===== config.mk =====
export PLATFORM = sky130hd
export DESIGN_NAME = mul_sequencer
export DESIGN_NICKNAME = d
export VERILOG_FILES = /design/src/rtl/mul_sequencer.sv
export SDC_FILE = /design/constraint.sdc
export NUM_CORES = 1
export LEC_CHECK = 0
export ABC_CLOCK_PERIOD_IN_PS = 3050
export BUFFER_PORTS_ARGS = -buffer_cell sky130_fd_sc_hd__buf_2
export CAP_MARGIN = 20
export CELL_PAD_IN_SITES_DETAIL_PLACEMENT = 1
export CELL_PAD_IN_SITES_GLOBAL_PLACEMENT = 2
export CORE_UTILIZATION = 32
export DETAILED_ROUTE_END_ITERATION = 10
export GPL_TIMING_DRIVEN = 0
export PLACE_DENSITY_LB_ADDON = 0.1
export SKIP_LAST_GASP = 1
export SYNTH_ARGS = -nofsm -noshare
export SYNTH_HDL_FRONTEND = slang
export SYNTH_SLANG_ARGS = --single-unit
export TNS_END_PERCENT = 1

===== constraint.sdc =====
create_clock -name clk -period 3.05 [get_ports clk]
set_input_delay 0.1525 -clock clk [delete_from_list [all_inputs] [get_ports clk]]
set_output_delay 0.1525 -clock clk [all_outputs]
set_load 0.1 [all_outputs]

===== src/rtl/mul_sequencer.sv =====
// Radix-2 shift-add multiply sequencer for the EX stage.
// Stalls the pipeline while iterating; early-exits once the multiplier runs out of set bits.
module mul_sequencer #(
  parameter int WIDTH = 64
) (
  input  logic             clk,
  input  logic             rst_n,
  input  logic             start,
  input  logic             flush,
  input  logic [WIDTH-1:0] a,
  input  logic [WIDTH-1:0] b,
  output logic             stall,
  output logic             busy,
  output logic             done,
  output logic [WIDTH-1:0] result_lo,
  output logic [WIDTH-1:0] result_hi
);

  localparam int CW = $clog2(WIDTH);

  typedef enum logic [1:0] {
    IDLE,
    RUN,
    DONE
  } state_t;

  state_t state, state_nx;

  logic [2*WIDTH-1:0] mcand;
  logic [2*WIDTH-1:0] acc;
  logic [WIDTH-1:0]   mplier;
  logic [WIDTH-1:0]   mplier_sh;
  logic [CW-1:0]      count;
  logic               accept;
  logic               last;

  assign mplier_sh = mplier >> 1;
  assign accept    = (state == IDLE) & start & ~flush;
  assign last      = (mplier_sh == '0) | (count == CW'(WIDTH - 1));

  always_ff @(posedge clk or negedge rst_n) begin
    if (!rst_n) begin
      state <= IDLE;
    end else begin
      state <= state_nx;
    end
  end

  always_comb begin
    state_nx = state;
    unique case (state)
      IDLE: if (accept) state_nx = RUN;
      RUN: begin
        if (flush)     state_nx = IDLE;
        else if (last) state_nx = DONE;
      end
      DONE:    state_nx = IDLE;
      default: state_nx = IDLE;
    endcase
  end

  // A flushed iteration leaves acc untouched
  always_ff @(posedge clk or negedge rst_n) begin
    if (!rst_n) begin
      mcand  <= '0;
      mplier <= '0;
      acc    <= '0;
      count  <= '0;
    end else if (accept) begin
      mcand  <= {{WIDTH{1'b0}}, a};
      mplier <= b;
      acc    <= '0;
      count  <= '0;
    end else if (state == RUN && !flush) begin
      if (mplier[0]) acc <= acc + mcand;
      mcand  <= mcand << 1;
      mplier <= mplier_sh;
      count  <= count + 1'b1;
    end
  end

  assign stall     = accept | (state == RUN);
  assign busy      = (state == RUN) | (state == DONE);
  assign done      = (state == DONE);
  assign result_lo = acc[WIDTH-1:0];
  assign result_hi = acc[2*WIDTH-1:WIDTH];

endmodule


# Word-level counts from Yosys, hierarchy flattened
# Index checks and enable logic that the tools add are counted.
[classes]
n_addsub = 2
bitwise_logic = 6
reduce_logical = 8
mux = 13
eq_ne = 5
[ops]
columns = ["operator", "n"]
rows = [
  ["128-bit 2-to-1 mux", 5],
  ["128-bit adder", 1],
  ["64-bit 2-to-1 mux", 2],
  ["64-bit zero test", 1],
  ["6-bit 2-to-1 mux", 2],
  ["6-bit by 1-bit adder with 6-bit output (second input constant)", 1],
  ["6-bit == test (second input constant)", 1],
  ["2-bit 2-to-1 mux", 3],
  ["2-bit case mux with 2 select lines", 1],
  ["2-bit AND reduction", 2],
  ["2-bit nonzero test", 2],
  ["3-bit != test (second input constant)", 1],
  ["1-bit bitwise OR", 3],
  ["1-bit AND", 2],
  ["2-bit by 1-bit == test with 1-bit output (second input constant)", 1],
  ["2-bit == test (second input constant)", 1],
  ["2-bit zero test", 1],
  ["2-bit != test (second input constant)", 1],
  ["1-bit logical AND", 1],
  ["1-bit zero test", 1],
  ["1-bit NOT", 1],
]
[word_totals]
output_inout_bits = 131
input_bits = 132
ff_bits = 328

# Longest topological paths before layout
[depth]
depth_word = 5
mapped_depth = 13
mapped_depth_nobuf = 13

# Least setup slack after synthesis
# Ideal clock, no wire load.
[synth_timing]
path_kind = "reg2reg"
from = "register acc[0]"
to = "register acc[118]"
path_stages_with_launch = 14
path_slack_ns = -0.664
required_ns = 2.916
arrival_ns = 3.580
setup_time_ns = 0.134
path_cell_list = "dfrtp_1 ha_1 fa_1 a211oi_1 o21ai_1 a31oi_1 nor3_1 nor2_1 a31oi_2 a221oi_2 a21oi_1 a21boi_0 xor2_1 o21ai_0"
[synth_between]
elab_chain_cells = 4
[synth_lines]
columns = ["item", "line_no", "rtl"]
rows = [
  ["start: declaration", "30", "logic [2*WIDTH-1:0] acc;"],
  ["start signal: assignment", "75", "if (mplier[0]) acc <= acc + mcand;"],
  ["128-bit adder", "75", ""],
  ["128-bit 2-to-1 mux", "75", ""],
  ["128-bit 2-to-1 mux", "74", "end else if (state == RUN && !flush) begin"],
  ["128-bit 2-to-1 mux", "69", "end else if (accept) begin"],
]
# Every way passes these cells. The select of a mux whose other input is x is not followed.
# A chain may end at the register's enable or synchronous reset.

# Worst setup path in the final report
[layout_timing]
from = "register acc[0]"
to = "register acc[124]"
# Same word-level chain as after synthesis.

==> qor.yml <==
status: "finished with violations"
violations: "negative setup slack"
clkLatencyLatePin_ps: 600
synth.top_cell.area_share_pct: 37.8
area_growth_pct: 29.2
reg2reg_from: "acc[0]$_DFFE_PN0P_"
antenna_found_initial: 3
power-per-cell-area_nw_per_um2: 791
final_area_um2: 28100
clkSlewWorstSetupHoldPaths_ps: 60
drt-initial-drc-count: 1114
post-route-min-period_ps: 3650
synth-seq-cells: 328
synth_cell_types: 79
synthTopCellsByArea: "dfrtp_1 38%, nand2_1 10%, ha_1 7.5%"
critPathMaxFanout: 4
final_core_util_pct: 41.8
grt_pass1_vias: 23600
routed_wl_um: 88800
ys_seq_area_share_pct: 37.8
boundaryPins: 263
yosysMostFrequentCell: "nand2_1"
rrSetupSlack_ps: -600
drive_gt1_share_pct: 19.0
cts_buffers: 42
synth_top_family_by_area: "compound AO/OA/AOI/OAI gates"
chipWidth_um: 263
setup_ws_ps: -602
synth_mux_area_share_pct: 0.236
cp-end-kind: "flop"
port_buffers: 262
place_area_um2: 24600
critPathRequiredTime_ps: 3530
r2r.worst_path.cells: 13
overflow: 0
synth_simple_gate_area_share_pct: 18.8
synth-async-reset-ratio_pct: 100
syn-instance-count: 2627
grt_max_degree: 102
rows: 95
cp.arrival_ps: 4130
p_leak_nw: 12.7
gp_congestion: 0.891
crit_type: "flop to flop"
clockBufferDepth: 3
setup_violations: 87
maxSlewHeadroom_pct: 29.1
die_area_um2: 68900
hold_viol_final: 0
yosysWarnings: 0
die_h_um: 263
hold_ws_ps: 89.0
cts_root_buf: "clkbuf_16"
worstMarginPinSlew_ps: 1060
synth_area_leader_cell: "dfrtp_1"
start_util_pct: 32.3
grt_usage_pct: 25.5
max_freq_ghz: 0.274
dp_hpwl_um: 68400
n_fill_cell: 7960
vdd.ir_drop.worst_v: 0.000655
fin_nets: 3369
cts_max_level: 2
fin_skew_ps: 27.1
synth-xor-area-share_pct: 4.96
synth_compound_area_share_pct: 26.6
synth-edff-count: 0
maxSlewViolCount: 0
vias_per_cell: 5.51
drc: 0
cts_tree: "done"
syn_area_per_cell_um2: 8.27
drtPass1Iterations: 5
min_path_type: "input pin to asynchronous set/reset pin"
numClockSinks: 328
cp-start-kind: "flop"
synth_fp_nets: 2891
synthesis.area_um2: 21700
rsz0062_at_grt: "yes"
rr_endpoint: "acc[124]$_DFFE_PN0P_"
synthAdderAreaFrac_pct: 7.64
synth_common_cells: "598 x nand2_1, 328 x dfrtp_1, 233 x a21oi_1"
ys.flop_type: "dfrtp_1"
ant_nets: 0
design.core.area_um2: 67200
min_period_over_period_pct: 120
vias: 22100
grt_pass1_wl_um: 139000
wl_per_cell_um: 22.1
cap_viol_max_count: 0
-- registers in the layout, indices dropped and copies added (netlist names) --
register / count
acc: 128
mcand: 128
mplier: 64
count: 6
state: 2
-- cells by family (layout without fill, tap and decap cells) --
logic type      after synthesis  after routing
mux                           5              5
buf+inv                     212            722
simple gates                949            949
fa+ha+maj                   132            132
xor+xnor                    123            123
compound gates              878            878
flops                       328            328
other cells                   0              2
-- layout make-up --
class	count	area, µm²	area share [%]
inverter	32	120	0.428
sequential	328	8390	29.9
multi-input combinational	2087	13200	47.2
clock buffer	60	1170	4.17
antenna	2	5.00	0.0178
buffer	175	752	2.68
tap	873	1090	3.89
timing repair buffer	439	3080	11.0
clock inverter	16	204	0.727
-- worst max-delay path by stage --
| stage | startpoint | endpoint |
|---|---|---|
| global route | acc[33]$_DFFE_PN0P_ | acc[126]$_DFFE_PN0P_ |
| floorplan | acc[0]$_DFFE_PN0P_ | acc[120]$_DFFE_PN0P_ |
| global placement | rst_n | acc[18]$_DFFE_PN0P_ |
| finish | acc[0]$_DFFE_PN0P_ | acc[124]$_DFFE_PN0P_ |
| CTS | acc[0]$_DFFE_PN0P_ | acc[120]$_DFFE_PN0P_ |
| detailed placement | acc[16]$_DFFE_PN0P_ | acc[111]$_DFFE_PN0P_ |
-- per-stage QoR --
| stage | power, mW | setup slack [ps] | instances | TNS (ps) |
|---|---|---|---|---|
| 5_1_grt | 23.5 | -755 | 4012 | -44860 |
| 6_report | 22.2 | -602 | 4012 | -28300 |
| 3_5_place_dp | 16.6 | -1140 | 3768 | -52930 |
| 4_1_cts | 22.2 | -516 | 4005 | -27450 |
| 2_1_floorplan | 13.7 | -157 | 2627 | -2490 |
| 3_3_place_gp | 16.4 | -6110 | 3762 | -1704370 |
-- layer usage --
layer | global-route usage (%) | share of wire, %
met5 | 0 | 0
met4 | 7.30 | 2.7
met3 | 3.11 | 3.6
met2 | 43.6 | 48
met1 | 33.6 | 46
-- where the power goes --
part | total, mW | switching (mW) | leakage (nW) | internal [mW]
combinational | 10.4 | 7.28 | 7.77 | 3.12
sequential | 6.70 | 1.15 | 4.24 | 5.54
clock | 5.10 | 2.16 | 0.666 | 2.95
total | 22.2 | 10.6 | 12.7 | 11.6
-- cell usage in the layout, fill, tap and decap left out, types with 11 or more instances in the layout --
master         netlist  layout
nand3_1             24      24
clkbuf_16            0      42
xor2_1              57      57
o21ai_1             14      19
inv_1               31      31
or3_1               12      11
nand2_1            598     596
clkbuf_1           134     144
ha_1               131     116
o21a_1              14      13
a31oi_1             22      16
nor2_1             129     126
dlygate4sd3_1        0     129
a32oi_1            126     126
o21ai_0            210     201
dfrtp_4              0      27
a21o_1              81      81
o21bai_1            47      46
buf_4                1      48
dfrtp_2              0      67
dfrtp_1            328     234
nor3_1              27      24
a21oi_2              1      13
nand4_1             80      80
and3_1              12      11
ha_4                 0      14
a21oi_1            233     220
nor4_1              27      24
xnor2_1             66      64
buf_2               34     283
a22o_1              38      38
-- critical path: stages (launching register included) --
cell and delay (ps):
dfrtp_4 500, ha_4 180, fa_2 390, a211oi_2 290, o211ai_1 230, nand4_1 190, o211ai_1 140, nand3_1 120
nand2_2 70, a221o_2 450, a211o_4 410, a41oi_2 270, mux2i_1 220, nand2_1 60
-- timing repair --
item	in CTS	in global routing
hold buffers	129	0
buffers inserted	37	6
pin swaps	39	11
endpoints found under the setup margin	110	146
gates resized for setup	80	17
endpoints found under the hold margin	202	0
(Power assumes the default switching activity.)
